File: src/rtl/univ_shift_reg.sv
// Universal shift register: parallel load, shift, rotate, arithmetic shift and clear,
// with a serial-out tap, a cycle enable and a burst engine that performs N shifts
// autonomously and reports completion with a busy/done handshake.
module univ_shift_reg #(
  parameter int unsigned WIDTH = 8,
  parameter int unsigned CNT_W = $clog2(WIDTH) + 1
) (
  input  logic             clk,
  input  logic             nrst,
  input  logic             en,
  input  logic [2:0]       mode_i,
  input  logic             D,
  input  logic [WIDTH-1:0] par_i,
  input  logic             start_i,
  input  logic [CNT_W-1:0] cnt_i,
  output logic [WIDTH-1:0] P,
  output logic             sout_o,
  output logic             busy_o,
  output logic             done_o
);

  typedef enum logic [2:0] {
    ModeHold  = 3'b000,
    ModeLoad  = 3'b001,
    ModeShl   = 3'b010,
    ModeShr   = 3'b011,
    ModeRol   = 3'b100,
    ModeRor   = 3'b101,
    ModeAsr   = 3'b110,
    ModeClear = 3'b111
  } mode_e;

  typedef enum logic {
    StIdle,
    StBurst
  } state_e;

  state_e           state_q;
  mode_e            burst_mode_q;
  logic [CNT_W-1:0] remaining_q;
  logic [WIDTH-1:0] p_q;
  logic             sout_q;
  logic             busy_q;
  logic             done_q;

  // Operation selected for this cycle and its combinational result.
  mode_e            op_mode;
  logic [WIDTH-1:0] op_p;
  logic             op_sout;
  logic             mode_is_shift;
  logic             last_shift;

  // Only shift-class modes (SHL..ASR) may launch a burst.
  assign mode_is_shift = (mode_i >= ModeShl) && (mode_i <= ModeAsr);

  // The final burst shift is the one taken while a single shift remains.
  assign last_shift = (remaining_q == CNT_W'(1));

  // Next register value and serial-out for the active mode; during a burst the latched
  // mode is used so mode_i changes cannot disturb it.
  always_comb begin
    op_mode = (state_q == StBurst) ? burst_mode_q : mode_e'(mode_i);
    op_p    = p_q;
    op_sout = sout_q;
    unique case (op_mode)
      ModeHold: begin
        op_p = p_q;
      end
      ModeLoad: begin
        op_p = par_i;
      end
      ModeShl: begin
        op_p    = {p_q[WIDTH-2:0], D};
        op_sout = p_q[WIDTH-1];
      end
      ModeShr: begin
        op_p    = {D, p_q[WIDTH-1:1]};
        op_sout = p_q[0];
      end
      ModeRol: begin
        op_p    = {p_q[WIDTH-2:0], p_q[WIDTH-1]};
        op_sout = p_q[WIDTH-1];
      end
      ModeRor: begin
        op_p    = {p_q[0], p_q[WIDTH-1:1]};
        op_sout = p_q[0];
      end
      ModeAsr: begin
        op_p    = {p_q[WIDTH-1], p_q[WIDTH-1:1]};
        op_sout = p_q[0];
      end
      ModeClear: begin
        op_p = '0;
      end
      default: begin
        op_p = p_q;
      end
    endcase
  end

  // Control FSM and datapath registers; all outputs come straight from these flops.
  always_ff @(posedge clk) begin
    if (!nrst) begin
      state_q      <= StIdle;
      burst_mode_q <= ModeHold;
      remaining_q  <= '0;
      p_q          <= '0;
      sout_q       <= 1'b0;
      busy_q       <= 1'b0;
      done_q       <= 1'b0;
    end else begin
      // done is a single-cycle pulse and drops even while en is low.
      done_q <= 1'b0;
      if (en) begin
        unique case (state_q)
          StIdle: begin
            if (start_i && mode_is_shift) begin
              if (cnt_i == '0) begin
                // Empty burst: nothing to shift, just acknowledge.
                done_q <= 1'b1;
              end else begin
                // Launch edge only captures the command; shifting starts next edge.
                burst_mode_q <= mode_e'(mode_i);
                remaining_q  <= cnt_i;
                state_q      <= StBurst;
                busy_q       <= 1'b1;
              end
            end else begin
              p_q    <= op_p;
              sout_q <= op_sout;
            end
          end
          StBurst: begin
            p_q         <= op_p;
            sout_q      <= op_sout;
            remaining_q <= remaining_q - CNT_W'(1);
            if (last_shift) begin
              state_q <= StIdle;
              busy_q  <= 1'b0;
              done_q  <= 1'b1;
            end
          end
          default: begin
            state_q <= StIdle;
            busy_q  <= 1'b0;
          end
        endcase
      end
    end
  end

  assign P      = p_q;
  assign sout_o = sout_q;
  assign busy_o = busy_q;
  assign done_o = done_q;

endmodule

File: config.mk
export PLATFORM = sky130hd
export DESIGN_NAME = univ_shift_reg
export DESIGN_NICKNAME = d
export VERILOG_FILES = /design/src/rtl/univ_shift_reg.sv
export SDC_FILE = /design/constraint.sdc
export NUM_CORES = 1
export LEC_CHECK = 0
export CORE_UTILIZATION = 35
export CTS_CLUSTER_DIAMETER = 150
export DETAILED_ROUTE_END_ITERATION = 8
export SLEW_MARGIN = 40
export SYNTH_ARGS = -nofsm -noshare
export SYNTH_HDL_FRONTEND = slang
export SYNTH_SLANG_ARGS = --single-unit
File: constraint.sdc
create_clock -name clk -period 2.2 [get_ports clk]
set_input_delay 0.33 -clock clk [delete_from_list [all_inputs] [get_ports clk]]
set_output_delay 0.33 -clock clk [all_outputs]
set_load 0.1 [all_outputs]
==> out/qor.csv, run 1 <==
metric,value,unit
p_per_area,589.6,mW/mm²
ys.warnings.count,0,
antenna_found_initial,0,
rows,21,
synth_common_cells,"dfxtp_1 (19), nor2_1 (12), a21oi_1 (9), inv_1 (8), mux2i_1 (7)",
root_buffer,clkbuf_4,
port_buffers,30,
firstDrtPassIters,4,
syn_inst,138,
start_kind,flip-flop,
htreeDepth,1,
grt-ovfl-total,0,
synth_top_area_cell,dfxtp_1,
seq_power_share,41.4,%
cts_setup_buffers,0,
clock_latency,0.30,ns
status,finished clean,
ys_types,54,
nets,195,
post-route-util,47.84,%
finalMaxSlewViolations,0,
n_antenna_cell,0,
dpl_cell_area,0.001594,mm²
combPwrFrac,39.1,%
syn_area,0.001252,mm²
p_int,574.4,µW
synth_top_area_share,30.37,%
cts_hold_buf,0,
skew,0.005301,ns
hold_violations,0,
die_w,61.82,µm
power_leakage,0.0006066,µW
crit_type,reg2reg,
coreArea,0.003390,mm²
syn_to_final_growth,29.47,%
clock_path_buffers,2,
grt_max_degree,14,
synth.most_common_cell,dfxtp_1,
synth_nets,160,
clock-sinks,19,
min_period_over_period,88.38,%
p_sw,381.6,µW
ys_seq_area_share,30.37,%
place_inst,214,
vias,1190,
setup_tns,0,ns
crit_fanout,11,
wl,3.164,mm
layout_min_cycle_time,1.944,ns
syn_avg_cell_area,9.076,µm²
endpoint_kind,flip-flop,
layout-drive-gt1-share,22.09,%
cts_tree,yes,
cts_resized,0,
io_pins,31,
swShare,39.92,%
die_y,61.82,µm
setup_viol,0,
postLayoutCellArea,0.001622,mm²
cap_violations,0,
grt_pass1_wl,5.271,mm
numCtsBuffers,3,
drtAntennaViolNets,0,
grt_pass1_vias,1148,
clkPwrFrac,19.5,%
synth_area_leaders,"dfxtp_1 (30%), mux2i_1 (5.6%), a21oi_1 (3.6%)",
total_power,956.0,µW
path_clk_slew,0.12,ns
die_area,0.003822,mm²
place.gp.congestion,0.7722,
rsz0062_at_grt,false,
cp.required,2.41,ns
ys.flop_type,dfxtp_1,
worstPathArrival,2.15,ns
fin_cells,218,
tightest_slew,0.5692,ns
max_freq,0.5143,GHz
route.detailed.drc,0,
slew_headroom,62.00,%
routedWlPerCell,14.51,µm
synth-edff-count,0,
hold_path.class,reg2reg,
initial_core_util,36.95,%
post_drt_via_cell_ratio,5.459,
drt_iter0_markers,99,
ys_ff_latch,19,
peakVddDrop,0.0002307,V
track_usage,18.66,%
postSynth.asyncResetShare,0,%
hpwl,2.435,mm
-- cells by family (layout without fill, tap and decap cells) --
logic type	after synthesis	in the layout	synth area share, %
fa+ha+maj	2	2	1.998
buf+inv	16	50	6.393
flops	19	19	30.37
simple gates	39	39	17.88
xor+xnor	4	4	3.397
compound gates	49	49	31.37
mux	9	9	8.591
-- stage by stage --
stage	setup WS (ns)	hold WS (ns)
after floorplan	0.4918	0.4530
after global placement	0.1133	0.4821
after detailed placement	0.06556	0.4819
after CTS	0.2770	0.4994
after global routing	0.1221	0.5229
final	0.2557	0.4961
-- cell usage in the layout (no fill, tap or decap), drive strengths merged, types with 2 or more instances in the layout --
master,n
nand2,7
clkdlybuf4s50,19
a21oi,10
xor2,2
nor3,4
nand2b,4
o211ai,3
clkinv,2
a32o,3
dfxtp,19
nand3,5
a221o,4
inv,8
o21ai,7
nor2,13
a221oi,4
buf,18
xnor2,2
mux2i,8
a211oi,2
ha,2
clkbuf,3
o32ai,5
-- critical path, stage by stage, from the launching register on --
cell and delay, ns:
dfxtp_1 0.70, clkinv_4 0.21, mux2i_1 0.39, mux2i_1 0.14, a2bb2oi_1 0.15, o221a_2 0.25
-- per-layer routing --
layer,up-vias,GRT usage [%],part of all wire (%)
met1,561,25.75,48
met5,-,0,0
met4,0,5.714,1.1
met2,29,30.57,48
met3,4,2.070,3.0
li1,596,-,-
-- final timing paths --
check,start,endpoint,cells past startpoint,slack [ns]
worst max-delay path,state_q,sout_o,5,0.26
worst min-delay path,remaining_q[3],remaining_q[3],2,0.50
worst max register to register,state_q,sout_o,5,0.26
worst min register to register,remaining_q[3],remaining_q[3],2,0.50
-- power groups by stage --
| stage | sequential, µW | clock [µW] | combinational [µW] |
|---|---|---|---|
| after global routing | 399 | 206 | 403 |
| after floorplan | 491 | 0 | 179 |
| after detailed placement | 403 | 0 | 371 |
| final | 396 | 187 | 373 |
| after CTS | 395 | 191 | 373 |
| after global placement | 402 | 0 | 368 |
-- cell type report --
cell class,count,area [µm²]
Multi-Input combinational cell,103,792.0
Tap cell,46,57.56
Clock buffer,3,22.52
Fill cell,350,1768
Sequential cell,19,380.4
Clock inverter,1,5.005
Inverter,9,38.79
Timing Repair Buffer,37,325.3
-- sequential cells by signal (all words and copies together), names as in the netlist --
name,cells
state_q,1
burst_mode_q,3
done_o,1
P,8
remaining_q,4
busy_o,1
sout_o,1
(Power assumes the default switching activity.)
==> inputs of run 2 (changes only) <==
--- a/config.mk
+++ b/config.mk
@@ -8,6 +8,7 @@
 export CORE_UTILIZATION = 35
 export CTS_CLUSTER_DIAMETER = 150
 export DETAILED_ROUTE_END_ITERATION = 8
+export HOLD_SLACK_MARGIN = 0.06
 export SLEW_MARGIN = 40
 export SYNTH_ARGS = -nofsm -noshare
 export SYNTH_HDL_FRONTEND = slang
==> results of run 2 <==
The final DEF is identical to that of run 1; final timing and power are the same.
==> inputs of run 3 (changes only) <==
--- a/config.mk
+++ b/config.mk
@@ -9,7 +9,8 @@
 export CTS_CLUSTER_DIAMETER = 150
 export DETAILED_ROUTE_END_ITERATION = 8
 export HOLD_SLACK_MARGIN = 0.06
-export SLEW_MARGIN = 40
+export RECOVER_POWER = 50
+export SLEW_MARGIN = 20
 export SYNTH_ARGS = -nofsm -noshare
 export SYNTH_HDL_FRONTEND = slang
 export SYNTH_SLANG_ARGS = --single-unit
==> out/qor.csv, run 3 (synthesis results as in run 1) <==
metric,value,unit
status,finished clean,
place_ws,0.06556,ns
drtAntennaViolNets,0,
port_buffers,30,
min_period_over_period,92.79,%
layout-drive-gt1-share,19.77,%
track_usage,18.66,%
grt_pass1_vias,1148,
cp.required,2.42,ns
holdPathStages,2,
layout_common_cells,"dfxtp_1 (19), clkdlybuf4s50_1 (18), nor2_1 (12)",
final_common_cell,dfxtp_1,
clock-sinks,19,
clock_path_buffers,2,
swShare,40.36,%
hold_path.class,reg2reg,
clkPwrFrac,20.1,%
combPwrFrac,38.0,%
grt_pass1_wl,5.271,mm
layout_min_cycle_time,2.041,ns
nets,195,
cts_resized,0,
p_per_area,600.3,mW/mm²
hpwl,2.435,mm
route.detailed.drc,0,
rr_startpoint,state_q,
die_area,0.003822,mm²
io_pins,31,
tightest_slew,1.165,ns
coreArea,0.003390,mm²
finalMaxSlewViolations,0,
rsz0062_at_grt,false,
worstPathArrival,2.26,ns
clock_latency,0.31,ns
cts_setup_buffers,0,
p_sw,381.4,µW
wl,3.172,mm
setup_slack,0.1587,ns
endpoint,state_q,
setup_viol,0,
place.gp.congestion,0.7722,
skew,0.003043,ns
r2r-end,sout_o,
routedWlPerCell,14.55,µm
slew_headroom,22.67,%
initial_core_util,36.95,%
endpoint_kind,flip-flop,
power_leakage,0.0005835,µW
cts_tree,yes,
ff2ff_setup_slack,0.26,ns
max_freq,0.4899,GHz
drt_iter0_markers,66,
p_int,563.5,µW
firstDrtPassIters,4,
seq_power_share,41.9,%
cap_violations,0,
syn_to_final_growth,25.67,%
vias,1189,
grt-ovfl-total,0,
n_antenna_cell,0,
crit_start,cnt_i[2],
grt_max_degree,14,
reg2reg_depth,5,
cts_hold_buf,0,
numCtsBuffers,3,
root_buffer,clkbuf_4,
htreeDepth,1,
hold_violations,0,
antenna_found_initial,0,
setup_tns,0,ns
crit_type,in2reg,
die_w,61.82,µm
rows,21,
largest_register_ffs,8,
start_kind,primary input,
peakVddDrop,0.0002334,V
die_y,61.82,µm
crit_fanout,6,
path_clk_slew,0.12,ns
post_drt_via_cell_ratio,5.454,
## run 3: per-stage QoR
step | instances | utilization [%] | hold slack [ns] | power [µW] | cell area, µm²
floorplan | 138 | - | 0.4530 | 670.2 | 1252
global placement | 214 | 47.03 | 0.4821 | 770.3 | 1594
detailed placement | 214 | 47.03 | 0.4819 | 774.5 | 1594
CTS | 218 | 47.84 | 0.4994 | 959.5 | 1622
global route | 218 | 46.44 | 0.5229 | 993.9 | 1574
finish | 218 | 46.44 | 0.4958 | 944.9 | 1574
## run 3: cell type report
type | instances | area [µm²]
flip-flops and latches | 19 | 380.4
clock inverters | 1 | 5.005
well taps | 46 | 57.56
clock buffers | 3 | 22.52
repair buffers | 37 | 295.3
multi-input cells | 103 | 774.5
inverters | 9 | 38.79
fillers | 358 | 1815
## run 3: worst min path at each step
stage / slack (ns) / end / startpoint
6_report: 0.50 / remaining_q[3] / remaining_q[3]
5_1_grt: 0.52 / remaining_q[3] / remaining_q[3]
4_1_cts: 0.50 / remaining_q[3] / remaining_q[3]
3_5_place_dp: 0.48 / remaining_q[3] / remaining_q[3]
3_3_place_gp: 0.48 / remaining_q[3] / remaining_q[3]
2_1_floorplan: 0.45 / remaining_q[3] / remaining_q[3]
## run 3: worst max-delay path, cell delays in order
cell           delay, ns
dlygate4sd3_1       0.55
or4_1               0.61
a41o_1              0.31
nand2_1             0.20
o22ai_1             0.11
and2_1              0.16
## run 3: power by group through the flow
stage	sequential, µW	clock [µW]	combinational (µW)
3_5_place_dp	403	0	371
4_1_cts	395	191	373
2_1_floorplan	491	0	179
6_report	396	190	359
5_1_grt	399	206	389
3_3_place_gp	402	0	368
## run 3: routing by layer
metal | wire, µm | part of all wire, % | global-route usage, % | vias to the layer above
li1 | - | - | - | 597
met3 | 98 | 3.1 | 2.070 | 2
met1 | 1508 | 48 | 25.75 | 559
met2 | 1557 | 49 | 30.57 | 31
met4 | 8 | 0.25 | 5.714 | 0
met5 | 0 | 0 | 0 | -
